### src/rtl/motor_defs.sv
// Shared definitions for the motor speed stage: FSM state encodings and
// default sizing for the PWM/ramp datapath.
package motor_defs;

    typedef enum logic [1:0] {
        IDLE     = 2'd0,
        RAMP     = 2'd1,
        RUN      = 2'd2,
        REV_WAIT = 2'd3
    } state_t;

    localparam int DEF_PWM_WIDTH  = 8;
    localparam int DEF_STEP       = 4;
    localparam int DEF_DEAD_TICKS = 2;

endpackage

### src/rtl/pwm_gen.sv
// PWM generator: free-running counter, duty latched only at the period
// boundary so a duty change never produces a runt pulse, registered compare.
// clr forces the latched duty and the output low on the next edge.
module pwm_gen
    import motor_defs::*;
#(
    parameter int PWM_WIDTH = DEF_PWM_WIDTH
) (
    input  logic                 clk,
    input  logic                 reset_n,
    input  logic                 clr,
    input  logic [PWM_WIDTH-1:0] duty,
    output logic                 pwm
);

    logic [PWM_WIDTH-1:0] cnt_p0;
    logic [PWM_WIDTH-1:0] duty_p0;

    // Free-running period counter, wraps all-ones -> 0.
    always_ff @(posedge clk or negedge reset_n) begin
        if (!reset_n) begin
            cnt_p0 <= '0;
        end else begin
            cnt_p0 <= cnt_p0 + 1'b1;
        end
    end

    // Duty latch: reload at the last count of a period, clear at once on clr.
    always_ff @(posedge clk or negedge reset_n) begin
        if (!reset_n) begin
            duty_p0 <= '0;
        end else if (clr) begin
            duty_p0 <= '0;
        end else if (&cnt_p0) begin
            duty_p0 <= duty;
        end
    end

    // Registered compare; high for exactly duty_p0 counts of each period.
    always_ff @(posedge clk or negedge reset_n) begin
        if (!reset_n) begin
            pwm <= 1'b0;
        end else if (clr) begin
            pwm <= 1'b0;
        end else begin
            pwm <= (cnt_p0 < duty_p0);
        end
    end

endmodule

### src/rtl/motor_pwm_ramp.sv
// Motor speed stage: accepts speed/direction commands, soft-starts and
// soft-stops the duty by STEP per tick, reverses through zero with a dead
// time before flipping direction, and drives an H-bridge PWM/dir pair.
module motor_pwm_ramp
    import motor_defs::*;
#(
    parameter int PWM_WIDTH  = DEF_PWM_WIDTH,
    parameter int STEP       = DEF_STEP,
    parameter int DEAD_TICKS = DEF_DEAD_TICKS
) (
    input  logic                 clk,
    input  logic                 reset_n,
    input  logic                 tick,
    input  logic                 estop,
    input  logic                 cmd_valid,
    output logic                 cmd_ready,
    input  logic [PWM_WIDTH-1:0] cmd_duty,
    input  logic                 cmd_dir,
    output logic                 pwm_out,
    output logic                 dir_out,
    output logic [PWM_WIDTH-1:0] cur_duty,
    output logic                 at_target
);

    localparam logic signed [PWM_WIDTH+1:0] STEP_S    = (PWM_WIDTH+2)'(STEP);
    localparam logic        [7:0]           DEAD_LAST = 8'(DEAD_TICKS - 1);

    // One ramp step toward tgt, clamped so it never overshoots or wraps.
    function automatic logic [PWM_WIDTH-1:0] ramp_step(
        input logic [PWM_WIDTH-1:0] cur,
        input logic [PWM_WIDTH-1:0] tgt
    );
        logic signed [PWM_WIDTH+1:0] c;
        logic signed [PWM_WIDTH+1:0] t;
        logic signed [PWM_WIDTH+1:0] s;
        c = signed'({2'b00, cur});
        t = signed'({2'b00, tgt});
        if (c < t) begin
            s = c + STEP_S;
            if (s > t) s = t;
        end else begin
            s = c - STEP_S;
            if (s < t) s = t;
        end
        return s[PWM_WIDTH-1:0];
    endfunction

    state_t               state, state_nxt;
    logic [PWM_WIDTH-1:0] tgt_duty, tgt_duty_nxt;
    logic                 tgt_dir, tgt_dir_nxt;
    logic [PWM_WIDTH-1:0] cur_nxt;
    logic                 dir_nxt;
    logic [7:0]           dead_cnt, dead_nxt;
    logic [PWM_WIDTH-1:0] eff_tgt;
    logic [PWM_WIDTH-1:0] step_val;
    logic                 accept;

    assign at_target = (state == IDLE) || (state == RUN);
    assign cmd_ready = at_target && !estop;
    assign accept    = cmd_valid && cmd_ready;
    // A pending reversal ramps to zero first.
    assign eff_tgt   = (tgt_dir != dir_out) ? '0 : tgt_duty;
    assign step_val  = ramp_step(cur_duty, eff_tgt);

    // State and ramp registers; estop handling lives in the next-state logic.
    always_ff @(posedge clk or negedge reset_n) begin
        if (!reset_n) begin
            state    <= IDLE;
            cur_duty <= '0;
            tgt_duty <= '0;
            tgt_dir  <= 1'b0;
            dir_out  <= 1'b0;
            dead_cnt <= '0;
        end else begin
            state    <= state_nxt;
            cur_duty <= cur_nxt;
            tgt_duty <= tgt_duty_nxt;
            tgt_dir  <= tgt_dir_nxt;
            dir_out  <= dir_nxt;
            dead_cnt <= dead_nxt;
        end
    end

    // Next-state, ramp stepping and dead-time counting.
    always_comb begin
        state_nxt    = state;
        cur_nxt      = cur_duty;
        tgt_duty_nxt = tgt_duty;
        tgt_dir_nxt  = tgt_dir;
        dir_nxt      = dir_out;
        dead_nxt     = dead_cnt;
        if (estop) begin
            state_nxt    = IDLE;
            cur_nxt      = '0;
            tgt_duty_nxt = '0;
            dead_nxt     = '0;
        end else begin
            if (accept) begin
                tgt_duty_nxt = cmd_duty;
                tgt_dir_nxt  = cmd_dir;
            end
            case (state)
                IDLE: begin
                    if (accept) begin
                        if (cmd_dir != dir_out) begin
                            state_nxt = REV_WAIT;
                        end else if (cmd_duty != '0) begin
                            state_nxt = RAMP;
                        end
                    end
                end
                RUN: begin
                    if (accept && ((cmd_dir != dir_out) || (cmd_duty != cur_duty))) begin
                        state_nxt = RAMP;
                    end
                end
                RAMP: begin
                    if (tick) begin
                        cur_nxt = step_val;
                        if (step_val == eff_tgt) begin
                            if (eff_tgt == '0 && tgt_dir != dir_out) begin
                                state_nxt = REV_WAIT;
                                dead_nxt  = '0;
                            end else if (eff_tgt == '0) begin
                                state_nxt = IDLE;
                            end else begin
                                state_nxt = RUN;
                            end
                        end
                    end
                end
                REV_WAIT: begin
                    if (tick) begin
                        if (dead_cnt == DEAD_LAST) begin
                            dead_nxt  = '0;
                            dir_nxt   = tgt_dir;
                            state_nxt = (tgt_duty != '0) ? RAMP : IDLE;
                        end else begin
                            dead_nxt = dead_cnt + 8'd1;
                        end
                    end
                end
                default: state_nxt = IDLE;
            endcase
        end
    end

    // ---- ramped duty -> PWM stage ----
    pwm_gen #(
        .PWM_WIDTH(PWM_WIDTH)
    ) u_pwm_gen (
        .clk    (clk),
        .reset_n(reset_n),
        .clr    (estop),
        .duty   (cur_duty),
        .pwm    (pwm_out)
    );

endmodule
### config.mk
export PLATFORM = sky130hd
export DESIGN_NAME = motor_pwm_ramp
export DESIGN_NICKNAME = d
export VERILOG_FILES = /design/src/rtl/motor_defs.sv /design/src/rtl/pwm_gen.sv /design/src/rtl/motor_pwm_ramp.sv
export SDC_FILE = /design/constraint.sdc
export NUM_CORES = 1
export LEC_CHECK = 0
export ABC_CLOCK_PERIOD_IN_PS = 10100
export CORE_MARGIN = 5
export CORE_UTILIZATION = 30
export CTS_BUF_LIST = sky130_fd_sc_hd__clkbuf_8
export DETAILED_ROUTE_END_ITERATION = 6
export SYNTH_ARGS = -nofsm -noshare
export SYNTH_HDL_FRONTEND = slang
export SYNTH_SLANG_ARGS = --single-unit
### constraint.sdc
create_clock -name clk -period 10.1 [get_ports clk]
set_input_delay 2.525 -clock clk [delete_from_list [all_inputs] [get_ports clk]]
set_output_delay 2.525 -clock clk [all_outputs]
set_load 0.005 [all_outputs]
== After elaboration in Yosys (flattened, before gate mapping) ==
Cells that the tools add are included.

* Bits in writable memories: 0
* Bits in registers: 45
* Bits in latches: 0
* Bits of input ports: 14
* Output and inout port bits: 12
* Memories: 0
* Memory bits (read-only): 0
* Logic and storage cells: 88

* Reductions and logical operators: 22
* Shift operators: 0
* Equality and inequality tests: 16
* Divide/modulo/power cells: 0
* Bitwise logic cells: 1
* Muxes and demuxes: 32
* $mul: 0
* $add $sub $neg: 4
* Magnitude comparators: 4

{| class="wikitable"
|+ Operators by type and width
! kind !! number
|-
| 8-bit two-way mux || 17
|-
| 2-bit two-way mux || 11
|-
| 3-bit != test, second input constant || 6
|-
| 8-bit by 1-bit adder with 8-bit output, second input constant || 2
|-
| 8-bit less-than comparator || 2
|-
| 8-bit case mux with 2 select lines || 1
|-
| 8-bit nonzero test || 2
|-
| 8-bit by 3-bit adder with 9-bit output, second input constant || 1
|-
| 9-bit by 8-bit greater-than comparator with 1-bit output || 1
|-
| 9-bit less-than comparator || 1
|-
| 8-bit by 3-bit subtractor with 9-bit output, second input constant || 1
|-
| 8-bit by 1-bit equality test with 1-bit output, second input constant || 1
|-
| 8-bit equality test || 1
|-
| 8-bit zero test || 1
|-
| 8-bit != test || 1
|-
| 2-bit case mux with 4 select lines || 1
|-
| 8-bit AND reduction || 1
|-
| 2-bit nonzero test || 4
|-
| 7-bit AND reduction || 1
|-
| 5-bit AND reduction || 1
|-
| 2-bit equality test, second input constant || 2
|-
| 1-bit logical AND || 4
|-
| 4-bit by 2-bit != test with 1-bit output, second input constant || 1
|-
| 2-bit AND reduction || 2
|-
| 10 further kinds || 13
|}

== Depth between registers and ports, before layout ==
* Word-level depth: 10
* Gate-level depth with buffers: 15
* Depth with buffers taken out: 14

== Modules after synthesis ==
From an unflattened synthesis, not the netlist that was laid out.

* Cells, all modules: 398
* Area, all modules: 3,470.8 um2

{| class="wikitable"
|+ By module, submodules not included
! module !! cells an instance !! times used !! area each (um2)
|-
| motor_pwm_ramp || 315 || 1 || 2,536.2
|-
| pwm_gen || 83 || 1 || 934.6
|}

== Least setup slack after synthesis ==
Ideal clock, no wire load.

* Path kind: input -> output
* Start: input port estop
* End: output port cmd_ready
* Setup slack: 4,702 ps
* Arrival: 2,873 ps
* Data required time: 7,575 ps
* Path buffers: 1
* Cell stages on the path: 2
* Path through: clkbuf_1 -> nor2_1

* Cells in the longest elaborated chain, start to end: 2

{| class="wikitable"
|+ RTL lines
! item !! RTL line !! RTL
|-
| start, declared || motor_pwm_ramp.sv:14 || <nowiki>input logic estop,</nowiki>
|-
| 1-bit zero test || motor_pwm_ramp.sv:59 || <nowiki>assign cmd_ready = at_target && !estop;</nowiki>
|-
| 1-bit logical AND || motor_pwm_ramp.sv:59 ||
|-
| end, declared || motor_pwm_ramp.sv:16 || <nowiki>output logic cmd_ready,</nowiki>
|}

Every way passes these cells.

== Worst setup path in the final report ==
Same ends and word-level chain as after synthesis.

==> results.yml <==
outcome:
  status: "completed"
timing:
  worst_pin_slew_ns: 1.03
  fmax_mhz: 156
  rsz0062_at_grt: "no"
  fin_skew_ns: 0.00646
  fin_crit_sh_pct: 63.6
  slew_headroom_pct: 31.1
  whs_ns: 0.498
  period_needed_ns: 6.42
  setup_viol: 0
  fin_tns_setup_ns: 0
  timing_hold_violations_final: 0
  slew_violations: 0
synth:
  yosysUniqueCellTypes: 66
  syn_nets: 441
  ys_seq_area_share_pct: 32.1
  synth_edf_count: 0
  ys_ff_latch: 45
  yosys_warnings: 0
  synth.avg_cell_area_um2: 8.89
  ys_top_cells_by_count: "45 x dfrtp_1, 35 x nand2_1, 32 x ha_1, 32 x inv_1, 29 x nor2_1"
  yosys.area.top_type: "dfrtp_1"
  netlist.area_leader.share_pct: 32.1
  synth_area_leaders: "dfrtp_1 32%, ha_1 11%, xor2_1 4.0%"
  synth.cell_area_um2: 3510
  ys.flop_type: "dfrtp_1"
  syn_inst: 395
  yosysMostFrequentCell: "dfrtp_1"
  synth-async-reset-ratio_pct: 100
cts:
  cts-root-buf: "clkbuf_8"
  path_clk_slew_ns: 0.09
  cts_tree: "built"
  cts_hold_buf: 0
  htree_levels: 2
  clock-sinks: 45
  post_cts_buffers: 0
  cts_buffers: 5
  cts_resized: 0
  worstSkewPairLatency_ns: 0.31
  ctsLongestPathBuffers: 2
die:
  die_area_um2: 14000
  io_pins: 26
  dieHeight_um: 118
  rows: 39
  start_util_pct: 30.6
  die_w_um: 118
  coreArea_um2: 11500
layout:
  utilization_pct: 34.8
  fin_nets: 459
  antennaDiodeCount: 0
  fin_area_um2: 3990
  final_cells: 557
  drive_gt1_share_pct: 6.28
  seq_area_um2: 1130
  fill_cells: 1173
  areaGrowthSynthToFinish_pct: 13.6
  multiInputGateArea_um2: 2190
critical_path:
  r2r-start: "dir_out"
  path_class: "input port to output pin"
  r2r_end: "dead_cnt[3]"
  startpoint: "estop"
  slowest_stage: "clkdlybuf4s50_1"
  r2r_cells: 11
  cp-start-kind: "input port"
  critPathTopFamily: "buffers and inverters"
  slowest_delay_ns: 0.54
  arrival_ns: 3.90
  endpoint: "cmd_ready"
  cp.required_ns: 7.58
  crit_buf_inv: 3
  cp.depth: 4
  cp_max_fo: 28
  crit_top_cell: "clkdlybuf4s50_1"
  reg2reg_setup_slack_ns: 5.84
  cp_cell_sequence: "clkdlybuf4s50_1, buf_4, nor2_1, clkdlybuf4s50_1"
  cp-end-kind: "output pin"
detailed_routing:
  dr_total_vias: 3031
  wl_per_cell_um: 16.1
  wl_mm: 8.98
  viasPerCell: 5.44
  drt_iter0_drc: 192
  ant_nets: 0
  firstDrtPassIters: 4
  drc: 0
place:
  post_dp_cell_area_um2: 3870
  placed_cells: 549
  place_congestion: 0.866
  hpwl_mm: 6.72
  io_buffers: 25
global_route:
  grt_pass1_vias: 3032
  grt-ovfl-total: 0
  grt_max_degree: 46
  grt_pass1_wl_mm: 15.2
  grt_use_total_pct: 13.0
  antenna_found_initial: 0
hold_path:
  min_path_type: "register to register"
  hold_start: "u_pwm_gen.cnt_p0[7]"
power:
  p_per_area_nw_per_um2: 346
  power.leakage_uw: 0.00164
  vdd_ir_drop_max_v: 0.000150
job:
  drv_cap: 0
stage by stage:
stage	power, uW	setup slack (ns)
final	1380	3.68
after global routing	1510	3.61
after CTS	1380	3.67
after detailed placement	1230	3.68
after global placement	1200	3.70
after floorplan	991	4.70
cells in the final DEF, fill, tap and decap left out, types with 3 or more instances in the layout:
master and instances:
a211oi_1 4, a21o_1 8, a21oi_1 14, a22o_1 3
a31oi_1 4, and3_1 4, clkbuf_8 5, clkdlybuf4s50_1 24
dfrtp_1 45, ha_1 32, inv_1 32, mux2_2 3
mux2i_1 10, nand2_1 35, nand2b_1 13, nand3_1 17
nand4_1 4, nor2_1 29, nor3_1 10, nor4_1 7
o21ai_0 25, o22ai_1 3, o41ai_1 4, or3_1 3
xnor2_1 10, xor2_1 16
power breakdown:
group | switching [uW] | internal (uW)
logic | 575 | 380
registers | 81.5 | 202
clock network | 66.7 | 75.4
total | 723 | 658
flip-flops by register name (all words and copies together) (netlist names):
name / cells
cur_duty: 8
dead_cnt: 8
tgt_duty: 8
u_pwm_gen.cnt_p0: 8
u_pwm_gen.duty_p0: 8
state: 2
dir_out: 1
tgt_dir: 1
u_pwm_gen.pwm: 1
worst min-delay path by stage:
stage	to	cells past startpoint
after floorplan	u_pwm_gen.cnt_p0[0]	1
after global placement	u_pwm_gen.cnt_p0[0]	1
after detailed placement	u_pwm_gen.cnt_p0[7]	1
after CTS	u_pwm_gen.cnt_p0[7]	1
after global routing	u_pwm_gen.cnt_p0[0]	1
final	u_pwm_gen.cnt_p0[7]	1
area by class of cell:
cell class,instances,area share [%]
Clock inverter,3,1.22
Timing Repair Buffer,26,6.34
Tap cell,143,4.49
Multi-Input combinational cell,303,55.0
Sequential cell,45,28.2
Clock buffer,5,1.73
Inverter,32,3.01
layer usage:
layer | part of all wire, % | track usage [%]
met1 | 47 | 17.4
met2 | 46 | 21.4
met3 | 4.0 | 1.81
met4 | 2.5 | 4.95
met5 | 0 | 0
cell families after synthesis:
logic type,Yosys count,share of synthesized area [%]
AND/OR/NAND/NOR,134,19.8
multiplexers,13,3.81
flip-flops,45,32.1
XOR/XNOR,28,7.42
buffers and inverters,47,5.45
AO/OA/AOI/OAI,96,20.0
adder cells (fa/ha/maj),32,11.4
No activity file was read; power rests on OpenSTA's default activity.
